File: src/rtl/fetch_ctrl_pkg.sv
// Shared encodings for the IF-stage fetch sequencer: next-PC mux selects,
// FSM state codes and the word-alignment helper applied to every PC load.
package fetch_ctrl_pkg;

    typedef enum logic [1:0] {
        FC_BOOT = 2'd0,
        FC_RUN  = 2'd1,
        FC_PEND = 2'd2
    } fc_state_t;

    localparam logic [2:0] PC_SEL_J   = 3'd0;
    localparam logic [2:0] PC_SEL_R   = 3'd1;
    localparam logic [2:0] PC_SEL_PC4 = 3'd2;
    localparam logic [2:0] PC_SEL_B   = 3'd4;

    function automatic logic [31:0] word_align(input logic [31:0] addr);
        return {addr[31:2], 2'b00};
    endfunction

endpackage

File: src/rtl/fetch_redirect_latch.sv
// Holds a redirect target captured while the pipe is stalled, plus the flag
// marking it as pending until the stall drops and the target is applied.
module fetch_redirect_latch
    import fetch_ctrl_pkg::*;
(
    input  logic        clk,
    input  logic        rst_n,
    input  logic        load,
    input  logic        clear,
    input  logic [31:0] load_pc,
    output logic [31:0] pend_pc,
    output logic        pend
);

    always_ff @(posedge clk or negedge rst_n) begin
        if (!rst_n) begin
            pend_pc <= 32'h0000_0000;
            pend    <= 1'b0;
        end else if (load) begin
            pend_pc <= word_align(load_pc);
            pend    <= 1'b1;
        end else if (clear) begin
            pend    <= 1'b0;
        end
    end

endmodule

File: src/rtl/fetch_ctrl.sv
// IF-stage sequencer: owns the PC, arbitrates redirects against sequential
// fetch and parks redirects raised under stall. Statistics counters exist
// only when FETCH_STATS_EN is defined; otherwise the count ports read 0.
module fetch_ctrl
    import fetch_ctrl_pkg::*;
#(
    parameter logic [31:0] RESET_PC = 32'h0000_0000,
    parameter int          CNT_W    = 32
) (
    input  logic             clk,
    input  logic             rst_n,
    input  logic             stall,
    input  logic             br_taken,
    input  logic             jr_req,
    input  logic             j_req,
    input  logic [31:0]      npc,
    output logic [31:0]      pc,
    output logic [2:0]       pc_mux_sel,
    output logic             if_valid,
    output logic             ifid_flush,
    output logic             redirect_busy,
    output logic [CNT_W-1:0] fetch_cnt,
    output logic [CNT_W-1:0] redir_cnt
);

    fc_state_t   state;
    logic        req;
    logic        latch_load;
    logic        latch_clear;
    logic [31:0] pend_pc;
    logic        pend;

    assign req = br_taken | jr_req | j_req;

    // Requests only steer the mux in RUN; while a redirect is parked the mux output is ignored.
    always_comb begin
        pc_mux_sel = PC_SEL_PC4;
        if (state == FC_RUN) begin
            if (br_taken)    pc_mux_sel = PC_SEL_B;
            else if (jr_req) pc_mux_sel = PC_SEL_R;
            else if (j_req)  pc_mux_sel = PC_SEL_J;
        end
    end

    // The word sitting at pc is wrong-path in any cycle a redirect is applied.
    assign ifid_flush    = !stall && (((state == FC_RUN) && req) || (state == FC_PEND));
    assign if_valid      = (state != FC_BOOT) && !ifid_flush;
    assign latch_load    = (state == FC_RUN) && stall && req;
    assign latch_clear   = (state == FC_PEND) && !stall;
    assign redirect_busy = pend;

    fetch_redirect_latch u_redirect_latch (
        .clk     (clk),
        .rst_n   (rst_n),
        .load    (latch_load),
        .clear   (latch_clear),
        .load_pc (npc),
        .pend_pc (pend_pc),
        .pend    (pend)
    );

    always_ff @(posedge clk or negedge rst_n) begin
        if (!rst_n) begin
            state <= FC_BOOT;
            pc    <= RESET_PC;
        end else begin
            case (state)
                FC_BOOT: state <= FC_RUN;
                FC_RUN: begin
                    if (!stall)   pc    <= word_align(npc);
                    else if (req) state <= FC_PEND;
                end
                FC_PEND: begin
                    if (!stall) begin
                        pc    <= pend_pc;
                        state <= FC_RUN;
                    end
                end
                default: state <= FC_BOOT;
            endcase
        end
    end

`ifdef FETCH_STATS_EN
    logic [CNT_W-1:0] fetch_cnt_q;
    logic [CNT_W-1:0] redir_cnt_q;

    function automatic logic [CNT_W-1:0] sat_inc(input logic [CNT_W-1:0] v);
        return (&v) ? v : v + CNT_W'(1);
    endfunction

    always_ff @(posedge clk or negedge rst_n) begin
        if (!rst_n) begin
            fetch_cnt_q <= '0;
            redir_cnt_q <= '0;
        end else begin
            if (if_valid && !stall) fetch_cnt_q <= sat_inc(fetch_cnt_q);
            if (ifid_flush)         redir_cnt_q <= sat_inc(redir_cnt_q);
        end
    end

    assign fetch_cnt = fetch_cnt_q;
    assign redir_cnt = redir_cnt_q;
`else
    assign fetch_cnt = '0;
    assign redir_cnt = '0;
`endif

endmodule

File: config.mk
export PLATFORM = sky130hd
export DESIGN_NAME = fetch_ctrl
export DESIGN_NICKNAME = d
export VERILOG_FILES = /design/src/rtl/fetch_ctrl_pkg.sv /design/src/rtl/fetch_redirect_latch.sv /design/src/rtl/fetch_ctrl.sv
export SDC_FILE = /design/constraint.sdc
export NUM_CORES = 1
export LEC_CHECK = 0
export ABC_AREA = 1
export BUFFER_PORTS_ARGS = -buffer_cell sky130_fd_sc_hd__buf_2
export CAP_MARGIN = 20
export CORE_UTILIZATION = 30
export CTS_CLUSTER_DIAMETER = 150
export CTS_CLUSTER_SIZE = 24
export DETAILED_ROUTE_END_ITERATION = 8
export PLACE_DENSITY = 0.6
export SYNTH_ARGS = -nofsm -noshare
export SYNTH_HDL_FRONTEND = slang
export SYNTH_SLANG_ARGS = --single-unit
File: constraint.sdc
create_clock -name clk -period 1.34 [get_ports clk]
set_input_delay 0.268 -clock clk [delete_from_list [all_inputs] [get_ports clk]]
set_output_delay 0.268 -clock clk [all_outputs]
set_load 0.05 [all_outputs]
==> impl_metrics.toml <==
[setup_path]
crit_path_end_kind = "primary output"
arrival_ns = 1.27
path_max_fanout = 3
reg2reg_from = "state[0]"
ff2ff_setup_slack_ns = -0.02
cp-start-kind = "flop"
ff2ff_path_depth = 8
worstPathRequired_ns = 1.07
timing.rr.end = "pc[11]"
path_class = "reg2out"

[grt]
grt_pass1_wl_um = 13420
antenna_found_initial = 0
grt_max_degree = 64
grt_usage_pct = 14.58
grt_overflow_total = 0
grt_pass1_vias = 2915

[clock_tree]
clock-sinks = 63
cts_buffer_depth = 2
root_buffer = "clkbuf_16"
numCtsBuffers = 9
h-tree-depth = 3
cts_tree = "built"
clk_latency_ns = 0.32
clk_pin_slew_worst_paths_ns = 0.06

[sta]
setup_tns_ns = -0.8733
clock_skew_ns = 0.01007
rsz0062_at_grt = "yes"
fin_ws_ns = -0.1939
period_share_pct = 114.5
final_hold_viol_count = 0
post-route-min-period_ns = 1.534
fmaxAchievable_mhz = 651.9
report.final.slew_viol_count = 0
setup_viol = 15

[pwr]
switchingPower_uw = 5434
pwr-share-comb_pct = 50.0
power.share.switching_pct = 46.53
clkPwrFrac_pct = 21.9
intPower_uw = 6244
power_leakage_uw = 0.002510
seqPwrFrac_pct = 28.2
peakVddDrop_mv = 1.134
p_per_area_nw_per_um2 = 2670

[synth]
netlist_area_sq_um = 3433
yosysUniqueCellTypes = 14
ys_seq_elements = 63
yosysWarnings = 0
synthCells = 456
yosysSeqAreaShare_pct = 45.92
syn_avg_cell_area_sq_um = 7.529

[layout]
diodes = 0
area_growth_pct = 27.41
drive_above_1_share_pct = 24.68
nNetsFinal = 580

[status]
violations = "negative setup slack"
status = "finished with violations"

[hold_path]
min_delay_path_depth = 3
hold_path_class = "in2reg"
hold_start = "npc[23]"
min_to = "u_redirect_latch.pend_pc[23]"

[route]
via_per_inst = 4.281
drc_errors = 0
vias = 2941
wirelength_um = 8380
wire_per_inst_um = 12.20
drt_iter0_drc = 129
dr.pass1.iters = 4
drtAntennaViolNets = 0

[floorplanning]
die_y_um = 109.0
ios = 140
initial_core_util_pct = 31.26
die-width_um = 109.0
core_area_sq_um = 10980
rows = 38
die_area_sq_um = 11880

[flow_run]
cap_violations = 0

[place]
gp_congestion = 0.7651
hpwl_um = 5518
io_buffers = 71
dpl_worst_slack_ns = -0.05752
[worst max-delay path, stage by stage, from the launching register on]
cell     delay [ns]
dfrtp_1        0.41
nor2_2         0.17
nand2_2        0.09
nand2_4        0.09
nor2_4         0.04
buf_6          0.15
[per-stage QoR]
step	total power, uW	hold WS, ns	instance area (sq um)	utilization, %	std cells
2_1_floorplan	7483	-0.02759	3695	-	521
3_3_place_gp	8538	0.3053	3797	34.58	664
3_5_place_dp	8644	0.3122	3797	34.58	664
4_1_cts	11420	0.1835	4207	38.30	681
5_1_grt	12440	0.1938	4374	39.83	687
6_report	11680	0.1929	4374	39.83	687
[final cells by class]
class,count,area [sq um]
Sequential cell,63,1577
Tap cell,140,175.2
Clock inverter,5,80.08
Timing Repair Buffer,100,733.2
Fill cell,1135,6609
Clock buffer,11,252.7
Multi-Input combinational cell,362,1534
Inverter,6,22.52
[state kept, by name, indices dropped and copies added (netlist names)]
signal,flops
u_redirect_latch.pend,1
u_redirect_latch.pend_pc,30
pc,30
state,2
[power by group through the flow]
stage	Clock (uW)	Sequential (uW)	Combinational, uW
2_1_floorplan	0	4770	2720
3_3_place_gp	0	3270	5260
3_5_place_dp	0	3300	5340
4_1_cts	2600	3290	5530
5_1_grt	2690	3400	6350
6_report	2550	3290	5840
[worst max path at each step]
stage                     slack (ns)            end      from  cells after the start
after floorplan                -0.16  pc_mux_sel[0]  state[1]                      3
after global placement         -0.03         pc[17]  state[1]                      8
after detailed placement       -0.06         pc[31]  state[1]                      8
after CTS                      -0.21       if_valid  state[0]                      6
after global routing           -0.27       if_valid  state[1]                      7
final                          -0.19       if_valid  state[0]                      5
[cell usage in the layout (no fill, tap or decap)]
master / n
nand3_2: 3
clkinv_2: 1
clkbuf_16: 11
inv_1: 4
conb_1: 66
bufinv_16: 2
buf_6: 10
buf_2: 66
buf_4: 14
nand3_1: 59
nand2_8: 1
nor2_2: 1
nand2_1: 215
nor2_4: 5
inv_2: 2
nand2_2: 7
dfrtp_1: 63
a21oi_1: 1
buf_12: 4
dlygate4sd3_1: 1
nand2_4: 1
clkinvlp_4: 2
buf_8: 3
nor2_1: 3
clkbuf_8: 2
[metal layers]
| layer | vias up | wire, um | part of all wire (%) | global-route usage (%) |
|---|---|---|---|---|
| li1 | 1452 | - | - | - |
| met1 | 1379 | 3655 | 44 | 17.43 |
| met2 | 103 | 4235 | 51 | 25.61 |
| met3 | 7 | 400 | 4.8 | 3.527 |
| met4 | 0 | 89 | 1.1 | 4.537 |
| met5 | - | 0 | 0 | 0 |
[Yosys cell counts, drive strengths merged]
cell type / number / area (sq um)
a21oi: 1 / 5.000
nand3: 62 / 310.3
dfrtp: 63 / 1577
nand2: 224 / 843.3
inv: 6 / 22.52
conb: 1 / 3.750
buf: 87 / 619.4
nor2: 9 / 41.29
clkbuf: 3 / 11.26
[what timing repair did]
action	4_1_cts	5_1_grt
resized for setup	20	20
buffers inserted	0	3
endpoints found under the hold margin	63	0
endpoints found under the setup margin	36	67
hold buffers	1	0
gates cloned	0	3
pin swaps	0	1
[logic make-up after synthesis]
| logic type | after synthesis | synth area share (%) |
|---|---|---|
| compound gates | 1 | 0.1456 |
| simple gates | 295 | 34.80 |
| other cells | 1 | 0.1092 |
| flops | 63 | 45.92 |
| buf+inv | 96 | 19.02 |
(Power assumes the default switching activity.)
